**config.mk**
```make
export PLATFORM = sky130hd
export DESIGN_NAME = instr_decoder
export DESIGN_NICKNAME = d
export VERILOG_FILES = /design/src/rtl/instr_decoder.sv
export SDC_FILE = /design/constraint.sdc
export NUM_CORES = 1
export LEC_CHECK = 0
export CORE_AREA = 2 2 100 102
export CTS_CLUSTER_SIZE = 8
export DETAILED_ROUTE_END_ITERATION = 12
export DIE_AREA = 0 0 102 104
export PLACE_DENSITY = 0.69
export SLEW_MARGIN = 5
export SYNTH_ARGS = -nofsm -noshare
export SYNTH_HDL_FRONTEND = slang
export SYNTH_SLANG_ARGS = --single-unit
```
**constraint.sdc**
```tcl
create_clock -name clk -period 2 [get_ports clk]
set_input_delay 0.4 -clock clk [delete_from_list [all_inputs] [get_ports clk]]
set_output_delay 0.4 -clock clk [all_outputs]
set_load 0.02 [all_outputs]
```
**src/rtl/instr_decoder.sv**
```systemverilog
// rtl/instr_decoder.sv - instruction decoder FSM that sequences load/conv/store units
//
// Accepts a 64-bit instruction word on a one-cycle instruction_enable strobe,
// decodes the opcode in ctr[63:60], and issues a single start pulse to the
// matching execution unit. It then waits for that unit's done and emits a
// one-cycle instr_exe_state pulse.
//
// Optional feature macro: DECODER_TIMEOUT_EN. When it is defined, a watchdog
// forces completion after TIMEOUT_CYCLES WAIT cycles and sets timeout_err.
//
// Ports:
//   clk, rst              clock, synchronous active-high reset
//   instruction_enable    ctr is valid this cycle (used only in IDLE)
//   ctr[63:0]             instruction word: opcode[63:60], addr[59:40],
//                         len[39:24], cfg[23:0]
//   instr_exe_state       one-cycle pulse when the current instruction finishes
//   load/conv/store_start one-cycle unit start pulses, at most one per cycle
//   load/conv/store_done  unit completion, level or pulse
//   ddr_addr/xfer_len/layer_cfg  fields latched from the accepted instruction
//   busy                  high in every state except IDLE
//   illegal_instr         sticky: an opcode of 4..15 was executed
//   timeout_err           sticky: watchdog expired (tied 0 without the macro)
//   instr_cnt[15:0]       completed instructions, wraps at 0xFFFF

module instr_decoder #(
    parameter int TIMEOUT_CYCLES = 4096
) (
    input  logic        clk,
    input  logic        rst,
    input  logic        instruction_enable,
    input  logic [63:0] ctr,
    output logic        instr_exe_state,
    output logic        load_start,
    output logic        conv_start,
    output logic        store_start,
    input  logic        load_done,
    input  logic        conv_done,
    input  logic        store_done,
    output logic [19:0] ddr_addr,
    output logic [15:0] xfer_len,
    output logic [23:0] layer_cfg,
    output logic        busy,
    output logic        illegal_instr,
    output logic        timeout_err,
    output logic [15:0] instr_cnt
);

    localparam logic [3:0] OP_NOP   = 4'd0;
    localparam logic [3:0] OP_LOAD  = 4'd1;
    localparam logic [3:0] OP_CONV  = 4'd2;
    localparam logic [3:0] OP_STORE = 4'd3;

    typedef enum logic [2:0] {
        S_IDLE   = 3'd0,
        S_DECODE = 3'd1,
        S_ISSUE  = 3'd2,
        S_WAIT   = 3'd3,
        S_DONE   = 3'd4
    } state_t;

    state_t      state_q;
    logic [3:0]  opcode_q;
    logic [19:0] ddr_addr_q;
    logic [15:0] xfer_len_q;
    logic [23:0] layer_cfg_q;
    logic        load_start_q;
    logic        conv_start_q;
    logic        store_start_q;
    logic        exe_pulse_q;
    logic        illegal_q;
    logic [15:0] instr_cnt_q;
    logic        active_done;
    logic        opcode_is_unit;

    // Only the unit selected by the latched opcode may end the WAIT state.
    always_comb begin
        active_done = 1'b0;
        case (opcode_q)
            OP_LOAD:  active_done = load_done;
            OP_CONV:  active_done = conv_done;
            OP_STORE: active_done = store_done;
            default:  active_done = 1'b0;
        endcase
    end

    assign opcode_is_unit = (opcode_q == OP_LOAD) || (opcode_q == OP_CONV) ||
                            (opcode_q == OP_STORE);

`ifdef DECODER_TIMEOUT_EN
    localparam int CW = (TIMEOUT_CYCLES > 1) ? $clog2(TIMEOUT_CYCLES) : 1;
    localparam logic [CW-1:0] WAIT_LIMIT = CW'(TIMEOUT_CYCLES - 1);

    logic [CW-1:0] wait_cnt_q;
    logic          timeout_q;
`endif

    always_ff @(posedge clk) begin
        if (rst) begin
            state_q       <= S_IDLE;
            opcode_q      <= OP_NOP;
            ddr_addr_q    <= '0;
            xfer_len_q    <= '0;
            layer_cfg_q   <= '0;
            load_start_q  <= 1'b0;
            conv_start_q  <= 1'b0;
            store_start_q <= 1'b0;
            exe_pulse_q   <= 1'b0;
            illegal_q     <= 1'b0;
            instr_cnt_q   <= '0;
`ifdef DECODER_TIMEOUT_EN
            wait_cnt_q    <= '0;
            timeout_q     <= 1'b0;
`endif
        end else begin
            // Pulse outputs are asserted only on the edge entering their state.
            load_start_q  <= 1'b0;
            conv_start_q  <= 1'b0;
            store_start_q <= 1'b0;
            exe_pulse_q   <= 1'b0;

            case (state_q)
                S_IDLE: begin
                    if (instruction_enable) begin
                        opcode_q    <= ctr[63:60];
                        ddr_addr_q  <= ctr[59:40];
                        xfer_len_q  <= ctr[39:24];
                        layer_cfg_q <= ctr[23:0];
                        state_q     <= S_DECODE;
                    end
                end

                S_DECODE: begin
                    if (opcode_is_unit) begin
                        load_start_q  <= (opcode_q == OP_LOAD);
                        conv_start_q  <= (opcode_q == OP_CONV);
                        store_start_q <= (opcode_q == OP_STORE);
                        state_q       <= S_ISSUE;
                    end else begin
                        // NOP and illegal opcodes both complete without a unit.
                        exe_pulse_q <= 1'b1;
                        instr_cnt_q <= instr_cnt_q + 16'd1;
                        if (opcode_q != OP_NOP) begin
                            illegal_q <= 1'b1;
                        end
                        state_q <= S_DONE;
                    end
                end

                S_ISSUE: begin
                    // A done seen here belongs to no issued command yet; ignore it.
`ifdef DECODER_TIMEOUT_EN
                    wait_cnt_q <= '0;
`endif
                    state_q <= S_WAIT;
                end

                S_WAIT: begin
                    if (active_done) begin
                        exe_pulse_q <= 1'b1;
                        instr_cnt_q <= instr_cnt_q + 16'd1;
                        state_q     <= S_DONE;
`ifdef DECODER_TIMEOUT_EN
                    end else if (wait_cnt_q == WAIT_LIMIT) begin
                        exe_pulse_q <= 1'b1;
                        instr_cnt_q <= instr_cnt_q + 16'd1;
                        timeout_q   <= 1'b1;
                        state_q     <= S_DONE;
                    end else begin
                        wait_cnt_q <= wait_cnt_q + 1'b1;
`endif
                    end
                end

                S_DONE: begin
                    state_q <= S_IDLE;
                end

                default: begin
                    state_q <= S_IDLE;
                end
            endcase
        end
    end

    assign instr_exe_state = exe_pulse_q;
    assign load_start      = load_start_q;
    assign conv_start      = conv_start_q;
    assign store_start     = store_start_q;
    assign ddr_addr        = ddr_addr_q;
    assign xfer_len        = xfer_len_q;
    assign layer_cfg       = layer_cfg_q;
    assign busy            = (state_q != S_IDLE);
    assign illegal_instr   = illegal_q;
    assign instr_cnt       = instr_cnt_q;

`ifdef DECODER_TIMEOUT_EN
    assign timeout_err = timeout_q;
`else
    assign timeout_err = 1'b0;
`endif

endmodule

```
==> impl_metrics.prom <==
# TYPE chip_impl_metric gauge
chip_impl_metric{name="multiInputGateArea",unit="mm2"} 0.00140
chip_impl_metric{name="fillers",unit=""} 911
chip_impl_metric{name="cts-root-to-sink-buffers",unit=""} 2
chip_impl_info{name="post_synth_main_area_contributors",value="sky130_fd_sc_hd__dfxtp_1 (54%), sky130_fd_sc_hd__nand2_1 (16%), sky130_fd_sc_hd__a21oi_1 (12%)"} 1
chip_impl_metric{name="power_density",unit="mW/mm2"} 803
chip_impl_metric{name="detail_route.wirelength",unit="um"} 9080
chip_impl_metric{name="io-pin-count",unit=""} 153
chip_impl_metric{name="design.die.area",unit="mm2"} 0.0106
chip_impl_metric{name="slowest_delay",unit="ns"} 0.43
chip_impl_metric{name="number_of_antenna_repair_diodes",unit=""} 0
chip_impl_metric{name="core_area",unit="mm2"} 0.00955
chip_impl_info{name="rsz_0062_raised_after_global_routing",value="false"} 1
chip_impl_metric{name="synth_cell_types",unit=""} 37
chip_impl_info{name="cts_root_buffer",value="sky130_fd_sc_hd__clkbuf_8"} 1
chip_impl_metric{name="postSynthAreaPerCell",unit="um2"} 8.04
chip_impl_metric{name="finish.cell_count_without_fillers",unit=""} 692
chip_impl_info{name="synth_top_family_by_area",value="simple AND/OR/NAND/NOR gates"} 1
chip_impl_metric{name="cts_buffers",unit=""} 9
chip_impl_metric{name="drt-wirelength-per-cell",unit="um"} 13.1
chip_impl_metric{name="timing.final.max_slew_violations",unit=""} 0
chip_impl_metric{name="dr_total_vias",unit=""} 3301
chip_impl_metric{name="synthMuxAreaShare",unit=""} 0.0126
chip_impl_metric{name="drt_iter0_markers",unit=""} 90
chip_impl_info{name="critical_path_class",value="flop to flop"} 1
chip_impl_metric{name="htree_levels",unit=""} 3
chip_impl_metric{name="synthesized_area_fraction_occupied_by_adder_cells",unit=""} 0.00383
chip_impl_metric{name="dieHeight",unit="um"} 104
chip_impl_info{name="hold_path_class",value="flop to flop"} 1
chip_impl_metric{name="synthesis.area",unit="mm2"} 0.00327
chip_impl_metric{name="holdWs",unit="ns"} 0.453
chip_impl_metric{name="post_synth_edffs",unit=""} 0
chip_impl_metric{name="post_dp_cell_area",unit="mm2"} 0.00496
chip_impl_metric{name="grt_pass1_vias",unit=""} 3133
chip_impl_metric{name="ys_seq_elements",unit=""} 88
chip_impl_metric{name="static_power_due_to_leakage",unit="nW"} 1.86
chip_impl_metric{name="drt.antenna.violating_nets",unit=""} 0
chip_impl_metric{name="synth_fp_nets",unit=""} 478
chip_impl_metric{name="grt_start_max_net_pins",unit=""} 65
chip_impl_metric{name="finClkSkew",unit="ns"} 0.0152
chip_impl_metric{name="cp.buffers_inverters",unit=""} 0
chip_impl_metric{name="post-dp-hpwl",unit="um"} 6560
chip_impl_metric{name="layout-drive-gt1-share",unit=""} 0.0662
chip_impl_metric{name="fmax",unit="MHz"} 530
chip_impl_info{name="cell_chain_critical_path",value="and2b_2 > nand4_1 > or2_2 > nor4_1 > mux2_2"} 1
chip_impl_metric{name="synth-async-reset-ratio",unit=""} 0
chip_impl_metric{name="cts_post_setup_buffers_inserted",unit=""} 0
chip_impl_metric{name="complex_gate_fraction_of_the_synthesized_area",unit=""} 0.150
chip_impl_info{name="crit_family",value="simple AND/OR/NAND/NOR gates"} 1
chip_impl_metric{name="post_drt_via_cell_ratio",unit=""} 4.77
chip_impl_metric{name="worst_ep_arrival_time",unit="ns"} 2.13
chip_impl_metric{name="hold_violations",unit=""} 0
chip_impl_metric{name="global_route.usage.met2",unit=""} 0.283
chip_impl_metric{name="detail_route.drc_violations",unit=""} 0
chip_impl_info{name="outcome",value="finished, final reports clean"} 1
chip_impl_metric{name="drt_pass1_iterations",unit=""} 4
chip_impl_metric{name="sequential_share_of_the_synthesized_area",unit=""} 0.539
chip_impl_metric{name="drv_cap",unit=""} 0
chip_impl_info{name="worst_setup_path_end_kind",value="flop"} 1
chip_impl_metric{name="vdd.ir_drop.worst",unit="V"} 0.000406
chip_impl_metric{name="yosys.area_share.xor_xnor",unit=""} 0.00536
chip_impl_metric{name="die_x",unit="um"} 102
chip_impl_info{name="crit_path_start_kind",value="flop"} 1
chip_impl_metric{name="setup_total_negative_slack",unit="ns"} 0
chip_impl_metric{name="post-place-ws",unit="ns"} -0.190
chip_impl_metric{name="area_share_of_and_or_nand_nor_cells_after_synthesis",unit=""} 0.251
chip_impl_metric{name="core.rowCount",unit=""} 36
chip_impl_info{name="tritoncts",value="done"} 1
chip_impl_info{name="yosys-top-cells-count",value="sky130_fd_sc_hd__nand2_1 (137), sky130_fd_sc_hd__dfxtp_1 (88), sky130_fd_sc_hd__a21oi_1 (77)"} 1
chip_impl_metric{name="worstSkewPairLatency",unit="ns"} 0.35
chip_impl_metric{name="post-place-cells",unit=""} 677
chip_impl_metric{name="grt_pass1_wl",unit="um"} 14700
chip_impl_metric{name="holdBufCountCts",unit=""} 0
chip_impl_info{name="synth_top_cell_by_area",value="sky130_fd_sc_hd__dfxtp_1"} 1
chip_impl_metric{name="yosysWarningCount",unit=""} 0
chip_impl_metric{name="clock_sink_count",unit=""} 88
chip_impl_metric{name="grt.total_usage",unit=""} 0.172
chip_impl_metric{name="post_synthesis_to_final_layout_area_growth",unit="%"} 58.0
chip_impl_metric{name="gr-total-overflow",unit=""} 0
chip_impl_metric{name="cp.required",unit="ns"} 2.24
chip_impl_metric{name="syn-instance-count",unit=""} 407
chip_impl_metric{name="portBuffers",unit=""} 151
chip_impl_metric{name="final_period_minus_worst_setup_slack",unit="ns"} 1.89
chip_impl_info{name="gr-max-usage-layer",value="met2"} 1
chip_impl_metric{name="clkSlewWorstSetupHoldPaths",unit="ns"} 0.09
chip_impl_metric{name="reg_area",unit="mm2"} 0.00176
chip_impl_metric{name="stdcell_area",unit="mm2"} 0.00517
chip_impl_metric{name="initial_core_util",unit=""} 0.343
chip_impl_metric{name="yosysTopAreaCellShare",unit=""} 0.539
chip_impl_metric{name="finalCritPeriodShare",unit=""} 0.944
chip_impl_info{name="synth_ff_type",value="sky130_fd_sc_hd__dfxtp_1"} 1
chip_impl_metric{name="setup_viol_count_final",unit=""} 0
chip_impl_metric{name="timing.final.ws_setup",unit="ns"} 0.112
chip_impl_metric{name="initial_antenna_violation_count",unit=""} 0
chip_impl_info{name="synth_most_common_cell",value="sky130_fd_sc_hd__nand2_1"} 1
chip_impl_metric{name="worstPathMaxFanout",unit=""} 5
chip_impl_metric{name="globalplace.congestion",unit=""} 0.801
chip_impl_metric{name="global_route.usage.met3",unit=""} 0.0558
chip_impl_metric{name="finalNetCount",unit=""} 626
chip_impl_metric{name="grtUsageMet1",unit=""} 0.204
chip_impl_info{name="crit_slowest_cell",value="sky130_fd_sc_hd__dfxtp_1"} 1
[report_power, final]
| group | internal [W] | switching [W] |
|---|---|---|
| sequential | 0.00187 | 0.0000737 |
| clock | 0.000695 | 0.000598 |
| combinational | 0.000438 | 0.000471 |
[per-stage QoR]
stage | power (W) | util
after floorplan | 0.00243 | -
after global placement | 0.00289 | 0.519
after detailed placement | 0.00291 | 0.519
after CTS | 0.00420 | 0.541
after global routing | 0.00436 | 0.541
final | 0.00415 | 0.541
[worst min-delay path: stages (launching register included)]
cell and delay (ns):
sky130_fd_sc_hd__dfxtp_1 0.31, sky130_fd_sc_hd__nand2_1 0.05, sky130_fd_sc_hd__a21oi_1 0.05
[placed cells by master, fill, tap and decap left out, types with 2 or more instances in the layout]
cell type	count
sky130_fd_sc_hd__clkdlybuf4s50_1	149
sky130_fd_sc_hd__nand2_1	136
sky130_fd_sc_hd__dfxtp_1	86
sky130_fd_sc_hd__a21oi_1	77
sky130_fd_sc_hd__nor2_1	10
sky130_fd_sc_hd__buf_4	10
sky130_fd_sc_hd__clkbuf_8	9
sky130_fd_sc_hd__o31ai_1	8
sky130_fd_sc_hd__or4_1	8
sky130_fd_sc_hd__nand3_1	7
sky130_fd_sc_hd__inv_1	5
sky130_fd_sc_hd__or3_1	5
sky130_fd_sc_hd__o21ai_0	4
sky130_fd_sc_hd__mux2i_1	3
sky130_fd_sc_hd__nand4_1	3
sky130_fd_sc_hd__nor3_1	2
sky130_fd_sc_hd__and3_1	2
sky130_fd_sc_hd__nor4_1	2
sky130_fd_sc_hd__xor2_1	2
sky130_fd_sc_hd__bufinv_16	2
sky130_fd_sc_hd__clkbuf_1	2
sky130_fd_sc_hd__clkinv_2	2
sky130_fd_sc_hd__dfxtp_2	2
sky130_fd_sc_hd__buf_12	2
[final timing paths]
path,slack [ns],to,from,depth (start not counted)
max,0.11,instr_cnt[15]$_SDFFE_PP0P_,state_q[0]$_SDFFE_PP0P_,5
min,0.45,opcode_q[2]$_SDFFE_PP0P_,opcode_q[2]$_SDFFE_PP0P_,2
min reg2reg,0.45,opcode_q[2]$_SDFFE_PP0P_,opcode_q[2]$_SDFFE_PP0P_,2
max reg2reg,0.11,instr_cnt[15]$_SDFFE_PP0P_,state_q[0]$_SDFFE_PP0P_,5
[area by class of cell]
cell class / instances / area share
repair buffers: 163 / 0.314
multi-input cells: 288 / 0.270
flip-flops and latches: 88 / 0.341
well taps: 133 / 0.0322
clock inverters: 4 / 0.0136
inverters: 5 / 0.00363
clock buffers: 11 / 0.0254
[registers in the layout, summed over array words and instances, names as in the netlist]
register	cells
instr_exe_state	1
ddr_addr	20
load_start	1
conv_start	1
instr_cnt	16
opcode_q	4
state_q	3
store_start	1
illegal_instr	1
layer_cfg	24
xfer_len	16
[layer usage]
layer | part of all wire | wire, um
met5 | 0 | 0
met4 | 0.021 | 191
met3 | 0.068 | 619
met2 | 0.50 | 4550
met1 | 0.41 | 3710
[cells by family after synthesis]
logic type                 count (synthesis)
buffers and inverters                     31
AOI/OAI and AO/OA                         92
adders and majority gates                  1
muxes                                      4
DFF                                       88
xor gates and xnor gates                   2
other                                      1
and+or+nand+nor                          188
[what timing repair did]
item,4_1_cts,5_1_grt
resized for setup,3,2
setup endpoints to repair,1,1
hold endpoints to repair,0,0
(Power assumes the default switching activity.)
